`config.mk`:
```
export PLATFORM = sky130hd
export DESIGN_NAME = seq_pattern_detect
export DESIGN_NICKNAME = d
export VERILOG_FILES = /design/src/rtl/seq_det_pkg.sv /design/src/rtl/seq_det_sat_counter.sv /design/src/rtl/seq_pattern_detect.sv
export SDC_FILE = /design/constraint.sdc
export NUM_CORES = 1
export LEC_CHECK = 0
export BUFFER_PORTS_ARGS = -buffer_cell sky130_fd_sc_hd__buf_4
export CORE_MARGIN = 10
export CORE_UTILIZATION = 37
export CTS_CLUSTER_SIZE = 25
export DETAILED_ROUTE_END_ITERATION = 12
export HOLD_SLACK_MARGIN = 0.03
export SETUP_SLACK_MARGIN = 0.05
export SLEW_MARGIN = 10
export SYNTH_ARGS = -nofsm -noshare
export SYNTH_HDL_FRONTEND = slang
export SYNTH_SLANG_ARGS = --single-unit
```
`constraint.sdc`:
```
create_clock -name clk -period 3.2 [get_ports clk]
set_input_delay 0.48 -clock clk [delete_from_list [all_inputs] [get_ports clk]]
set_output_delay 0.48 -clock clk [all_outputs]
set_load 0.005 [all_outputs]
```
`src/rtl/seq_det_pkg.sv`:
```
// Shared constants and helpers for the serial pattern detector.
// Length clamping lives here so every user applies identical rules.
package seq_det_pkg;

    localparam int         PAT_W_DEF   = 4;
    localparam logic [3:0] DEF_PAT_DEF = 4'b0101;
    localparam int         CNT_W_DEF   = 8;

    // A length of zero or one longer than the pattern register means "use all bits".
    function automatic int clamp_len(input int len, input int pat_w);
        if (len == 0 || len > pat_w)
            return pat_w;
        return len;
    endfunction

endpackage

```
`src/rtl/seq_det_sat_counter.sv`:
```
// W-bit counter that increments on inc and sticks at all-ones.
module seq_det_sat_counter
    import seq_det_pkg::*;
#(
    parameter int W = CNT_W_DEF
) (
    input  logic         clk,
    input  logic         reset,
    input  logic         inc,
    output logic [W-1:0] count
);

    always_ff @(posedge clk or posedge reset) begin
        if (reset)
            count <= '0;
        else if (inc && (count != '1))
            count <= count + W'(1);
    end

endmodule

```
`src/rtl/seq_pattern_detect.sv`:
```
// Runtime-programmable serial pattern detector with Mealy and registered flags.
// Define SEQ_DET_COUNT_EN to include the saturating match counter.
module seq_pattern_detect
    import seq_det_pkg::*;
#(
    parameter int               PAT_W   = PAT_W_DEF,
    parameter logic [PAT_W-1:0] DEF_PAT = PAT_W'(DEF_PAT_DEF),
    parameter int               CNT_W   = CNT_W_DEF,
    localparam int              LEN_W   = $clog2(PAT_W + 1)
) (
    input  logic             clk,
    input  logic             reset,
    input  logic             din,
    input  logic             din_valid,
    input  logic             cfg_load,
    input  logic [PAT_W-1:0] cfg_pattern,
    input  logic [LEN_W-1:0] cfg_len,
    input  logic             cfg_overlap,
    output logic             detect,
    output logic             detect_q,
    output logic [CNT_W-1:0] match_count
);

    localparam logic [LEN_W-1:0] FILL_MAX = LEN_W'(PAT_W - 1);

    logic [PAT_W-1:0] act_pat;
    logic [LEN_W-1:0] act_len;
    logic             act_ovl;
    logic [PAT_W-2:0] hist;
    logic [LEN_W-1:0] fill;

    logic [PAT_W-1:0] window;
    logic [PAT_W-1:0] len_mask;
    logic [LEN_W-1:0] len_m1;
    logic             fill_ok;
    logic             bits_match;

    assign window = {hist, din};
    assign len_m1 = act_len - LEN_W'(1);

    // Only the newest act_len bits of the window take part in the compare.
    always_comb begin
        len_mask = '0;
        for (int i = 0; i < PAT_W; i++) begin
            if (i < int'(act_len))
                len_mask[i] = 1'b1;
        end
    end

    assign bits_match = (((window ^ act_pat) & len_mask) == '0);
    assign fill_ok    = (fill >= len_m1);
    assign detect     = ~reset & din_valid & ~cfg_load & fill_ok & bits_match;

    always_ff @(posedge clk or posedge reset) begin
        if (reset) begin
            act_pat  <= DEF_PAT;
            act_len  <= LEN_W'(PAT_W);
            act_ovl  <= 1'b1;
            hist     <= '0;
            fill     <= '0;
            detect_q <= 1'b0;
        end else begin
            detect_q <= detect;
            if (cfg_load) begin
                act_pat <= cfg_pattern;
                act_len <= LEN_W'(clamp_len(int'(cfg_len), PAT_W));
                act_ovl <= cfg_overlap;
                hist    <= '0;
                fill    <= '0;
            end else if (din_valid) begin
                hist <= window[PAT_W-2:0];
                // Non-overlapping mode forces the next match to start from fresh bits.
                if (detect && !act_ovl)
                    fill <= '0;
                else if (fill != FILL_MAX)
                    fill <= fill + LEN_W'(1);
            end
        end
    end

`ifdef SEQ_DET_COUNT_EN
    seq_det_sat_counter #(
        .W(CNT_W)
    ) u_counter (
        .clk  (clk),
        .reset(reset),
        .inc  (detect),
        .count(match_count)
    );
`else
    assign match_count = '0;
`endif

endmodule
```
==> results of run 1 <==
[cell usage in the layout (no fill, tap or decap), types with 2 or more instances in the layout]
cell       n
mux2i_1    3
inv_2      2
clkbuf_4   3
conb_1     8
nand3_1    2
o22ai_1    3
nand2_1    4
nor2_1     5
a21oi_1    4
mux2_1     4
xnor2_1    5
inv_1      8
nand2b_1   2
dfrtp_1   11
ha_1       8
o21ai_1    3
a32oi_1    2
buf_4     14
dfstp_2    4
[area by class of cell]
| cell class | instances | area [sq um] |
|---|---|---|
| clock buffers | 4 | 26.28 |
| flip-flops and latches | 15 | 380.4 |
| fillers | 269 | 1401 |
| well taps | 30 | 37.54 |
| multi-input cells | 66 | 511.7 |
| inverters | 10 | 37.54 |
| repair buffers | 14 | 105.1 |
[worst max-delay path: cells and delay by family (launching register included)]
kind            cells  cell delay (ns)
buf+inv             2             0.24
flops               1             0.37
fa+ha+maj           2             0.48
xor+xnor            1             0.17
compound gates      3             0.49
[registers in the layout (all words and copies together) (netlist names)]
name and cells:
act_len 3, fill 3, act_ovl 1, detect_q 1
hist 3, act_pat 4
[stage by stage]
stage                 util  hold slack, ns  std cells  cell area [sq um]  total power, mW
finish              0.4394          0.2703        139               1099           0.4349
global route        0.4394          0.3083        139               1099           0.4685
CTS                 0.4394          0.2913        139               1099           0.4449
detailed placement  0.4289          0.5102        135               1072           0.3325
global placement    0.4289          0.4992        135               1072           0.3294
floorplan                -          0.3786        102               1005           0.3098
[how the worst max path moves through the flow]
stage	from	end	slack (ns)
6_report	act_len[0]$_DFFE_PP0P_	detect	0.68
5_1_grt	act_len[0]$_DFFE_PP0P_	detect	0.51
4_1_cts	act_len[0]$_DFFE_PP0P_	detect	0.63
3_5_place_dp	act_len[0]$_DFFE_PP0P_	detect	0.95
3_3_place_gp	act_len[0]$_DFFE_PP0P_	detect	1.05
2_1_floorplan	act_len[0]$_DFFE_PP0P_	detect	1.24
[per-layer routing]
metal  GRT usage  vias to the layer above  routed length, um
met4     0.03011                        0                 20
met3     0.04270                        2                161
met1     0.08472                      322                748
met5           0                        -                  0
li1            -                      337                  -
met2      0.1118                       19                850
[Yosys cell counts (2+ instances only)]
cell type / n / share of area
buf_2: 3 / 0.015
ha_1: 8 / 0.10
nand3_1: 2 / 0.010
nand2_1: 4 / 0.015
mux2i_1: 3 / 0.031
mux2_1: 4 / 0.046
nand2b_1: 2 / 0.013
inv_2: 2 / 0.0077
a21oi_1: 4 / 0.020
dfstp_2: 4 / 0.11
a32oi_1: 2 / 0.018
o22ai_1: 3 / 0.019
nor2_1: 5 / 0.019
xnor2_1: 5 / 0.045
inv_1: 8 / 0.031
buf_4: 8 / 0.061
dfrtp_1: 11 / 0.28
o21ai_1: 3 / 0.015
[power by group through the flow]
stage,combinational (mW),clock [mW],sequential [mW]
6_report,0.105,0.108,0.222
5_1_grt,0.122,0.122,0.224
4_1_cts,0.107,0.115,0.222
3_5_place_dp,0.107,0,0.226
3_3_place_gp,0.104,0,0.225
2_1_floorplan,0.0876,0,0.222
[cells by family after synthesis]
kind of cell / Yosys count / share of synthesized area
AOI/OAI and AO/OA: 19 / 0.1650
xor gates and xnor gates: 5 / 0.04475
adders and majority gates: 8 / 0.1023
buffers and inverters: 21 / 0.1151
DFF: 15 / 0.3887
muxes: 7 / 0.07672
other: 1 / 0.003833
and+or+nand+nor: 19 / 0.1036
==> flow_metrics.py, run 1 <==
metrics = {
    "synthesis": {
        "ys.flop_type": "dfrtp_1",
        "syn_inst": 95,
        "yosysWarnings": 0,
        "synthArstFlopShare": 1.000,
        "netlist_area_sq_um": 978.4,
        "synth.distinct_cells": 32,
        "synth_edf_count": 0,
        "yosysSeqAreaShare": 0.3887,
        "syn-mean-instance-area_sq_um": 10.30,
        "synth-seq-cells": 15,
    },
    "critical_path": {
        "start_kind": "flop",
        "path_common_cell": "ha_1",
        "ff2ff_setup_slack_ns": 1.17,
        "r2r-start": "act_len[0]$_DFFE_PP0P_",
        "slowest_stage": "dfrtp_1",
        "cp-end-kind": "output pin",
        "path_cells": "inv_1, ha_1, xnor2_1, ha_1, a21o_1, a31oi_1, a211oi_4, buf_4",
        "critPathMaxStageDelay_ns": 0.37,
        "critical_path_required_ns": 2.72,
        "reg2reg_to": "fill[0]$_DFFE_PP0P_",
        "worstPathArrival_ns": 2.04,
        "worst-r2r-cell-count": 8,
        "path_class": "flop to output pin",
        "critPathMaxFanout": 5,
    },
    "global_route": {
        "grt_pass1_wl_um": 3160,
        "grtUsageTotal": 0.07445,
        "grt_max_degree": 22,
        "first_global_vias": 713,
        "antenna_found_initial": 0,
        "overflow": 0,
    },
    "clock_network": {
        "cts_tree": "built",
        "root_buffer": "clkbuf_4",
        "clock_latency_ns": 0.28,
        "clock_sinks": 15,
        "htree_num_levels": 1,
        "ctsResizeCount": 0,
        "numCtsBuffers": 3,
        "ctsHoldBuffers": 0,
        "cts_setup_buffers": 0,
        "clock_path_buffers": 2,
        "clk_pin_slew_ns": 0.09,
    },
    "final_layout": {
        "fin_nets": 131,
        "drive_gt1_frac": 0.2661,
        "syn_to_final_growth_pct": 12.28,
        "antenna_cells": 0,
    },
    "drt": {
        "wl_um": 1780,
        "drt_iter0_drc": 35,
        "ant_nets": 0,
        "routedWlPerCell_um": 12.81,
        "vias": 680,
        "drt-pass1-iter-count": 3,
        "vias_per_cell": 4.892,
        "drc": 0,
    },
    "run_status": {
        "status": "finished clean",
    },
    "placed_design": {
        "pre_cts_ws_ns": 0.9518,
        "port-buffer-count": 14,
        "place_congestion": 0.8291,
        "hpwl_um": 1443,
    },
    "timing": {
        "fin_crit_sh": 0.7862,
        "setup_violations": 0,
        "fmax_mhz": 397.5,
        "finalCriticalPeriod_ns": 2.516,
        "fin_ws_ns": 0.6841,
        "slew_headroom": 0.6034,
        "finalSetupTns_ns": 0,
        "drv_slew": 0,
        "rsz0062_at_grt": "false",
        "finalHoldViolations": 0,
        "tightest_slew_ns": 0.5942,
        "fin_skew_ns": 0.005854,
    },
    "floorplan": {
        "num_io_pins": 23,
        "rows": 18,
        "fp.dieH_um": 71.43,
        "die_width_um": 71.43,
        "core_sq_um": 2500,
        "start_util": 0.3914,
        "die-area_sq_um": 5102,
    },
    "pwr": {
        "p_sw_mw": 0.1285,
        "power.density_nw_per_um2": 395.9,
        "switching_share": 0.2954,
        "clkPwrFrac": 0.248,
        "combPwrFrac": 0.242,
        "intPower_mw": 0.3065,
        "irDropWorstVdd_uv": 210.3,
        "p_leak_nw": 0.5135,
        "seq_power_share": 0.510,
    },
    "flow_run": {
        "cap_violations": 0,
    },
    "hold_path": {
        "hold_class": "primary input to async pin",
    },
}
Note: power is estimated with default switching activity, not from simulation.
==> run 2, diff against run 1 <==
Clock period 3.2 ns to 2.1 ns, I/O delays scaled along.
==> flow_metrics.py, run 2 (synthesis results as in run 1) <==
metrics = {
    "final_layout": {
        "fillCellCount": 244,
        "largest_reg_flops": 4,
        "antenna_cells": 0,
        "seq_area_sq_um": 380.4,
        "final_cell_mix": "buf_4, dfrtp_1, conb_1",
        "stdcell_count": 146,
        "fin_nets": 138,
        "mostFrequentLayoutCell": "buf_4",
        "regMostFlops": "act_pat",
        "multi_input_area_sq_um": 539.3,
        "drive_gt1_frac": 0.3448,
        "syn_to_final_growth_pct": 20.46,
    },
    "pwr": {
        "seq_power_share": 0.480,
        "finalPower_mw": 0.7056,
        "irDropWorstVdd_uv": 375.3,
        "combPwrFrac": 0.292,
        "p_sw_mw": 0.2107,
        "power.density_nw_per_um2": 598.7,
        "intPower_mw": 0.4950,
        "clkPwrFrac": 0.227,
        "p_leak_nw": 0.5506,
        "switching_share": 0.2985,
    },
    "timing": {
        "slew_headroom": 0.6064,
        "rsz0062_at_grt": "true",
        "tightest_slew_ns": 0.5897,
        "whs_ns": 0.1189,
        "fmax_mhz": 462.1,
        "setup_violations": 1,
        "finalCriticalPeriod_ns": 2.164,
        "fin_skew_ns": 0.002394,
        "fin_crit_sh": 1.030,
        "finalHoldViolations": 0,
        "drv_slew": 0,
        "fin_ws_ns": -0.06392,
        "finalSetupTns_ns": -0.06392,
    },
    "critical_path": {
        "slowest_stage": "dfrtp_1",
        "path_cells": "inv_2, ha_4, xnor2_1, ha_1, a21o_1, a31oi_4, a211oi_4, buf_4",
        "critPathMaxStageDelay_ns": 0.37,
        "path_class": "flop to output pin",
        "path_delay_family": "adder cells",
        "worst-path-buf-inv": 2,
        "critPathMaxFanout": 2,
        "worstPathArrival_ns": 1.85,
        "critical_path_required_ns": 1.78,
        "cp-end-kind": "output pin",
        "start_kind": "flop",
    },
    "placed_design": {
        "port-buffer-count": 14,
        "hpwl_um": 1452,
        "placedCellCount": 136,
        "place_congestion": 0.8358,
    },
    "run_status": {
        "status": "finished with violations",
        "violations": "negative setup slack",
    },
    "global_route": {
        "grt_max_degree": 22,
        "overflow": 0,
        "first_global_vias": 740,
        "grtUsageTotal": 0.07677,
        "grt_pass1_wl_um": 3298,
        "antenna_found_initial": 0,
    },
    "clock_network": {
        "root_buffer": "clkbuf_4",
        "clock_sinks": 15,
        "clock_latency_ns": 0.28,
        "cts_tree": "built",
        "clock_path_buffers": 2,
        "ctsHoldBuffers": 0,
        "clk_pin_slew_ns": 0.08,
        "numCtsBuffers": 3,
        "htree_num_levels": 1,
    },
    "floorplan": {
        "fp.dieH_um": 71.43,
        "die_width_um": 71.43,
        "num_io_pins": 23,
        "start_util": 0.3914,
        "core_sq_um": 2500,
        "die-area_sq_um": 5102,
        "rows": 18,
    },
    "drt": {
        "ant_nets": 0,
        "drt-pass1-iter-count": 4,
        "routedWlPerCell_um": 13.16,
        "drc": 0,
        "wl_um": 1921,
        "drt_iter0_drc": 28,
        "vias_per_cell": 4.877,
        "vias": 712,
    },
    "flow_run": {
        "cap_violations": 0,
    },
    "hold_path": {
        "hold_class": "primary input to async pin",
    },
}
==> run 2: changes by cell type in the layout (fill, tap and decap cells not counted), sizes merged <==
cell,before,now
buf,14,21
==> run 2: worst register-to-register path, stage by stage, from the launching register on <==
cell       delay (ns)
dfrtp_1          0.37
inv_2            0.06
ha_4             0.15
xnor2_1          0.11
ha_1             0.29
a21o_1           0.19
a31oi_4          0.18
a211oi_4         0.06
buf_4            0.16
a2111oi_4        0.27
==> run 2: final timing paths <==
check	startpoint	end	slack [ns]	depth (start not counted)
max	act_len[0]$_DFFE_PP0P_	detect	-0.06	8
min	reset	fill[0]$_DFFE_PP0P_	0.12	2
max reg2reg	act_len[0]$_DFFE_PP0P_	fill[0]$_DFFE_PP0P_	0.16	9
min reg2reg	act_pat[1]$_DFFE_PP0P_	act_pat[1]$_DFFE_PP0P_	0.52	1
max in group asynchronous	reset	act_pat[1]$_DFFE_PP0P_	1.60	2
min in group clk	cfg_overlap	act_ovl$_DFFE_PP1P_	0.24	3
==> run 2: power groups by stage <==
stage	Clock, mW	Combinational, mW	Sequential [mW]
after floorplan	0	0.133	0.339
after global placement	0	0.160	0.344
after detailed placement	0	0.165	0.345
after CTS	0.173	0.205	0.340
after global routing	0.185	0.230	0.342
final	0.161	0.206	0.339
==> run 2: cell type report <==
class                           instances  area share
Multi-Input combinational cell         66      0.4575
Timing Repair Buffer                   21      0.1338
Clock buffer                            4     0.02229
Tap cell                               30     0.03185
Inverter                               10     0.03185
Sequential cell                        15      0.3227
==> run 2: metrics by stage <==
step	instance area, sq um	worst slack (ns)	utilization
2_1_floorplan	1005	0.1862	-
3_3_place_gp	1080	0.1148	0.4319
3_5_place_dp	1080	0.04715	0.4319
4_1_cts	1171	-0.1044	0.4685
5_1_grt	1179	-0.1517	0.4715
6_report	1179	-0.06392	0.4715
==> run 2: repair_timing <==
item                                    CTS  global route
hold endpoints to repair                  0             0
setup buffers                             5             1
gates cloned                              0             0
endpoints found under the setup margin    1             2
gates resized for setup                   6             0
pin swaps                                 3             4
==> run 2: layer usage <==
metal  wire, um  share of wire  track usage
met3        138          0.072      0.03994
met2        900           0.47       0.1235
met1        864           0.45      0.08658
met5          0              0            0
met4         17         0.0088      0.02151
